## config.mk

```make
export PLATFORM = sky130hd
export DESIGN_NAME = decode
export DESIGN_NICKNAME = d
export VERILOG_FILES = /design/src/rtl/decode.sv
export SDC_FILE = /design/constraint.sdc
export NUM_CORES = 2
export LEC_CHECK = 0
export CORE_MARGIN = 2
export CORE_UTILIZATION = 40
export CTS_BUF_LIST = sky130_fd_sc_hd__clkbuf_16
export DETAILED_ROUTE_END_ITERATION = 8
export PLACE_DENSITY_LB_ADDON = 0.08
export SLEW_MARGIN = 20
export SYNTH_ARGS = -nofsm -noshare
export SYNTH_HDL_FRONTEND = slang
export SYNTH_SLANG_ARGS = --single-unit
```

## constraint.sdc

```tcl
create_clock -name clock -period 3.85 [get_ports clock]
set_input_delay 0.5775 -clock clock [delete_from_list [all_inputs] [get_ports clock]]
set_output_delay 0.5775 -clock clock [all_outputs]
set_load 0.05 [all_outputs]
```

## src/rtl/decode.sv

```systemverilog
// Instruction-decode stage: splits the fetched word into fields, reads the
// register file (with same-edge write-back bypass) and registers the ID_EX bundle.
module decode (
  input  logic         clock,
  input  logic         reset,
  input  logic [63:0]  IF_ID,
  input  logic [70:0]  EX_WB,
  output logic [145:0] ID_EX,
  output logic         raw_hazard,
  output logic [31:0]  decoded_count
);

  logic [31:0] rf [32];
  logic        if_valid;

  logic [31:0] instr, pc;
  logic [5:0]  opcode, funct_d;
  logic [4:0]  rs, rt, rd, dest;
  logic        is_r;
  logic [31:0] imm_ext, rs_val, rt_val;

  logic        squash, wb_en;
  logic [4:0]  wb_addr;
  logic [31:0] wb_data;
  logic        new_valid, prev_valid, hazard_n;
  logic [4:0]  prev_dest;

  // Redirect target and shamt are not consumed by this stage.
  logic unused_ok;
  assign unused_ok = ^{EX_WB[63:32], IF_ID[10:6]};

  assign instr   = IF_ID[31:0];
  assign pc      = IF_ID[63:32];
  assign opcode  = instr[31:26];
  assign rs      = instr[25:21];
  assign rt      = instr[20:16];
  assign rd      = instr[15:11];
  assign is_r    = (opcode == 6'd0);
  assign dest    = is_r ? rd : rt;
  assign funct_d = is_r ? instr[5:0] : 6'd0;
  assign imm_ext = {{16{instr[15]}}, instr[15:0]};

  assign squash  = EX_WB[70];
  assign wb_addr = EX_WB[68:64];
  assign wb_data = EX_WB[31:0];
  assign wb_en   = EX_WB[69] && (wb_addr != 5'd0);

  // A write landing on the same edge must be visible to the instruction read now.
  always_comb begin
    rs_val = rf[rs];
    rt_val = rf[rt];
    if (wb_en && wb_addr == rs) rs_val = wb_data;
    if (wb_en && wb_addr == rt) rt_val = wb_data;
    if (rs == 5'd0) rs_val = '0;
    if (rt == 5'd0) rt_val = '0;
  end

  assign new_valid  = if_valid && !squash;
  assign prev_valid = ID_EX[145];
  assign prev_dest  = ID_EX[132:128];

  // rt is only a source operand for R-type; for I-type it is the destination.
  always_comb begin
    hazard_n = 1'b0;
    if (new_valid && prev_valid && prev_dest != 5'd0)
      hazard_n = (prev_dest == rs) || (is_r && prev_dest == rt);
  end

  always_ff @(posedge clock) begin
    if (!reset) begin
      for (int i = 0; i < 32; i++) rf[i] <= '0;
    end else if (wb_en) begin
      rf[wb_addr] <= wb_data;
    end
  end

  always_ff @(posedge clock) begin
    if (!reset) begin
      if_valid      <= 1'b0;
      ID_EX         <= '0;
      raw_hazard    <= 1'b0;
      decoded_count <= '0;
    end else begin
      if_valid      <= 1'b1;
      ID_EX         <= {new_valid, opcode, funct_d, dest, pc, rs_val, rt_val, imm_ext};
      raw_hazard    <= hazard_n;
      if (new_valid) decoded_count <= decoded_count + 32'd1;
    end
  end

endmodule
```

Word level (Yosys, flattened, before mapping) --
Memory sizes are Yosys's and may differ from the RTL's. A register that Yosys moved wholly into a read port is not among the register bits. Index checks and enable logic that the tools add are counted.
Cells by class: equal/unequal tests 2, reduce and logical (&&, ||, !) cells 17, muxes and demuxes 9, bitwise logic cells 1, $add $sub $neg 1
Operators by type and width (count):
- 32-bit by 1-bit adder with 32-bit output, second input constant | 1
- 32-bit 2-to-1 mux | 1
- 32-bit OR reduction | 1
- 5-bit equality test | 2
- 5-bit logical NOT | 2
- 5-bit 2-to-1 mux | 2
- 5-bit nonzero test | 2
- 6-bit logical NOT | 1
- 1-bit 2-to-1 mux | 6
- 1-bit logical AND | 5
- 2-bit AND reduction | 2
- 2-bit OR reduction | 2
- 1-bit logical NOT | 1
- 1-bit logical OR | 1
- 1-bit NOT | 1
Word-level totals: input bits 137, register bits 116, memories kept 1, RAM bits 1024
Memory list:
- rf | words 32, bits a word 32, rd ports 2, clocked after Yosys merged registers in 2, write ports 32, RTL line 13 | logic [31:0] rf [32];

Depth between registers and ports, before layout --
depth after elaboration 7, depth in mapped cells 10, gate-level depth less buffers 6

Worst setup path before layout --
Ideal clock, no wire load.
kind in2reg, start in EX_WB[64], end mem rf[28][0] (enable), arrival time 3.672 ns, data required time 3.384 ns, stages 4, setup slack -0.288 ns, cell sequence buf_2 > or3_1 > clkbuf_1 > o21ai_0
RTL lines:
- from (decl) | RTL line 7 | input logic [70:0] EX_WB,
- to (decl) | RTL line 13

==> results by group <==
Status
  – Status: complete, no violations

Power and ir drop
  – Switch Pwr: 8.11 mW
  – Seq pwr share: 47.9%
  – PwrDens: 451 nW/um^2
  – Sw frac: 25.7%
  – Max VDD drop: 0.313 mV
  – Int Pwr: 23.4 mW
  – Power, Total: 31.6 mW
  – Leakage power: 24.0 nW
  – Clock power share: 39.5%
  – Gate power share: 12.6%

Worst setup path
  – Slack of the worst reg-to-reg path: 1630 ps
  – Worst Path Buf+Inv: 1
  – CP max-delay cell: clkdlybuf4s50_1
  – Crit path cell chain: clkdlybuf4s50_1
  – R2R depth: 5
  – CP delay by family, top: buffers and inverters
  – CP Max Fanout: 17
  – Crit Path Category: flop to output pin
  – Worst EP required: 3270 ps
  – Largest stage delay, worst path: 900 ps
  – Reg2reg end: decoded_count[29]
  – Crit path launch type: flop
  – Critical Path Sink Type: output pin
  – Worst flop-to-flop path startpoint: decoded_count[14]
  – Worst Path Arrival: 2280 ps

Logic synthesis
  – Top-count cell post-synth: and2_1
  – Area leader, netlist: edfxtp_1
  – Mapped Cells: 3881
  – Synthesis Warnings: 0
  – Synth Flop Type: edfxtp_1
  – Share of flip-flops with an asynchronous set or reset: 0%
  – Synth cell count leaders: and2_1 (1052), edfxtp_1 (1024), mux4_2 (524)
  – Number of enable flip-flop cells after synthesis: 1024
  – Post-synth top area share: 52.1%
  – Netlist cell types: 54
  – Sequential share of the synthesized area: 57.7%
  – Register bit total from synthesis: 1188
  – Mapped cell area: 59000 sq um
  – Mean Syn Cell Area: 15.2 sq um
  – Largest cells by area after synthesis: edfxtp_1 (52%), mux4_2 (20%), and2_1 (11%)

Final layout
  – Layout cells sized above 1: 24.2%
  – Final instance area: 70000 sq um
  – Finished Layout Cells: 6180
  – Fillers: 12600
  – Synth-to-Final Area Change: 18.6%
  – Fin nets: 4281

STA
  – Peak Freq: 350 MHz
  – Max-slew violation count: 0
  – Hold Fails Final Rpt: 0
  – TNS Setup: 0 ps
  – Final critical-path share of the clock period: 74.2%
  – Worst slew pin tran: 1080 ps
  – Worst rel slew slack: 27.8%
  – RSZ-0062 raised after global routing: false
  – Clock Skew: 20.2 ps
  – Endpoints failing setup: 0
  – Tmin final: 2860 ps

Die
  – I/O pin total: 316
  – Row cnt: 140
  – Core area: 146000 sq um
  – Chip Width: 388 um
  – Die Y: 388 um
  – Die ar.: 151000 sq um
  – Initial Utilization: 40.4%

Clock tree
  – CTS tree: done
  – CTS Hold Buffers Added: 0
  – CTS Buf Count: 140
  – Setup bufs post-CTS: 0
  – CTS Sinks: 1188
  – Max clock buf depth: 3
  – Clk_lat worst skew: 760 ps
  – Clock slew at reported path FFs: 60 ps
  – Post-cts sizing count: 0
  – CTS root buf: clkbuf_16
  – H-tree depth: 4

GRT
  – First-pass GRT wire length: 282000 um
  – Congestion Overflow GR: 0
  – Vias in the first global route: 36800
  – Largest net degree at the start of global routing: 73
  – Total track usage: 26.5%
  – Antenna violations before repair: 9

Routing
  – DRT iter0 DRCs: 3637
  – Routed vias: 36200
  – DRC: 0
  – Detailed Routing Iterations Pass 1: 5
  – Average wire per standard cell: 32.2 um
  – Vias per Instance: 5.86
  – WL final: 199000 um
  – Routed Antenna Nets: 0

Placed design
  – Post-DP Area: 65700 sq um
  – Dpl hpwl: 122000 um
  – PortBufs: 283
  – DP Cell Count: 5917
  – GPL Wtd Cong: 0.830

Worst hold path
  – Worst Hold End: rf[7][10]
  – Worst hold path type: input pin to flop
  – Hold depth: 2
  – Hold_sp: reset

Run
  – Max Cap Viol: 0
-- how the worst max path moves through the flow --
| stage | from | to | slack (ps) | cells past startpoint |
|---|---|---|---|---|
| final | ID_EX[31] | ID_EX[17] | 990 | 1 |
| after global routing | ID_EX[31] | ID_EX[22] | 880 | 1 |
| after CTS | ID_EX[31] | ID_EX[17] | 910 | 1 |
| after detailed placement | EX_WB[67] | ID_EX[68] | 440 | 9 |
| after global placement | EX_WB[67] | ID_EX[90] | 450 | 9 |
| after floorplan | EX_WB[64] | rf[28][0] | -290 | 4 |
-- layout by cell type, fill, tap and decap left out, types with 12 or more instances in the layout --
master | Yosys | routed
clkbuf_16 | 0 | 145
o22ai_1 | 92 | 92
clkinv_2 | 0 | 18
mux2i_1 | 42 | 42
nand2_1 | 22 | 22
a32o_1 | 12 | 12
o21ai_0 | 45 | 14
a21oi_1 | 42 | 42
clkinv_1 | 0 | 29
nor4_1 | 24 | 23
dfxtp_1 | 164 | 164
o21ai_4 | 0 | 31
clkdlybuf4s50_1 | 0 | 269
a221o_1 | 28 | 28
nand4_1 | 16 | 16
inv_1 | 2 | 53
a22oi_1 | 68 | 68
nor2_1 | 83 | 51
nor2_4 | 0 | 32
buf_12 | 0 | 75
xor2_1 | 25 | 25
and2_1 | 1052 | 1051
mux4_2 | 524 | 524
edfxtp_1 | 1024 | 1024
a22o_1 | 20 | 20
buf_4 | 33 | 155
xnor2_1 | 20 | 20
nor2b_1 | 24 | 22
conb_1 | 1 | 32
a211oi_1 | 24 | 24
nand3_1 | 24 | 24
-- layer usage --
layer | vias up | part of all wire (%) | track usage [%]
met2 | 1474 | 48 | 42.9
met3 | 298 | 7.0 | 4.69
li1 | 15400 | - | -
met4 | 6 | 3.5 | 9.15
met5 | - | 0.021 | 0
met1 | 19000 | 41 | 35.9
-- layout make-up --
cell class                 instances  area, sq um  share of cell area, %
antenna                            4         10.0                 0.0143
timing repair buffer             509         5450                   7.79
tap                             1917         2400                   3.43
inverter                           5         20.0                 0.0286
multi-input combinational       2299        23800                   34.0
clock inverter                   113          621                  0.887
sequential                      1188        34000                   48.6
clock buffer                     145         3630                   5.19
-- through the flow --
stage	utilization (%)	hold WS, ps	setup WS, ps
2_1_floorplan	-	585	-288
3_3_place_gp	45.0	456	452
3_5_place_dp	45.0	459	444
4_1_cts	47.9	305	908
5_1_grt	47.9	338	876
6_report	47.9	352	994
-- sequential cells by signal, summed over array words and instances, names as in the netlist --
signal / count
ID_EX: 130
decoded_count: 32
if_valid: 1
raw_hazard: 1
rf: 1024
-- worst register-to-register path, stage by stage (launching register included) --
cell and delay [ps]:
dfxtp_1 430, nand4_1 190, nor4_2 780, nand2_1 240, or3_1 360, a21oi_1 140
-- cells by family (layout without fill, tap and decap cells) --
family	after synthesis	count (layout)	synth area share, %
and+or+nand+nor	1289	1289	13.2
DFF	1188	1188	57.7
muxes	574	574	20.9
buffers and inverters	425	772	3.26
AOI/OAI and AO/OA	358	358	4.26
xor gates and xnor gates	45	45	0.668
adders and majority gates	1	1	0.0212
other	1	36	0.00636
-- power by group through the flow --
stage                     logic [mW]  registers [mW]  clock network (mW)
after global routing            4.14            15.2                13.2
after detailed placement        4.00            15.4                   0
final                           3.98            15.1                12.5
after floorplan                 2.04            15.6                   0
after global placement          4.00            15.3                   0
after CTS                       4.01            15.1                12.7
(Power assumes the default switching activity.)
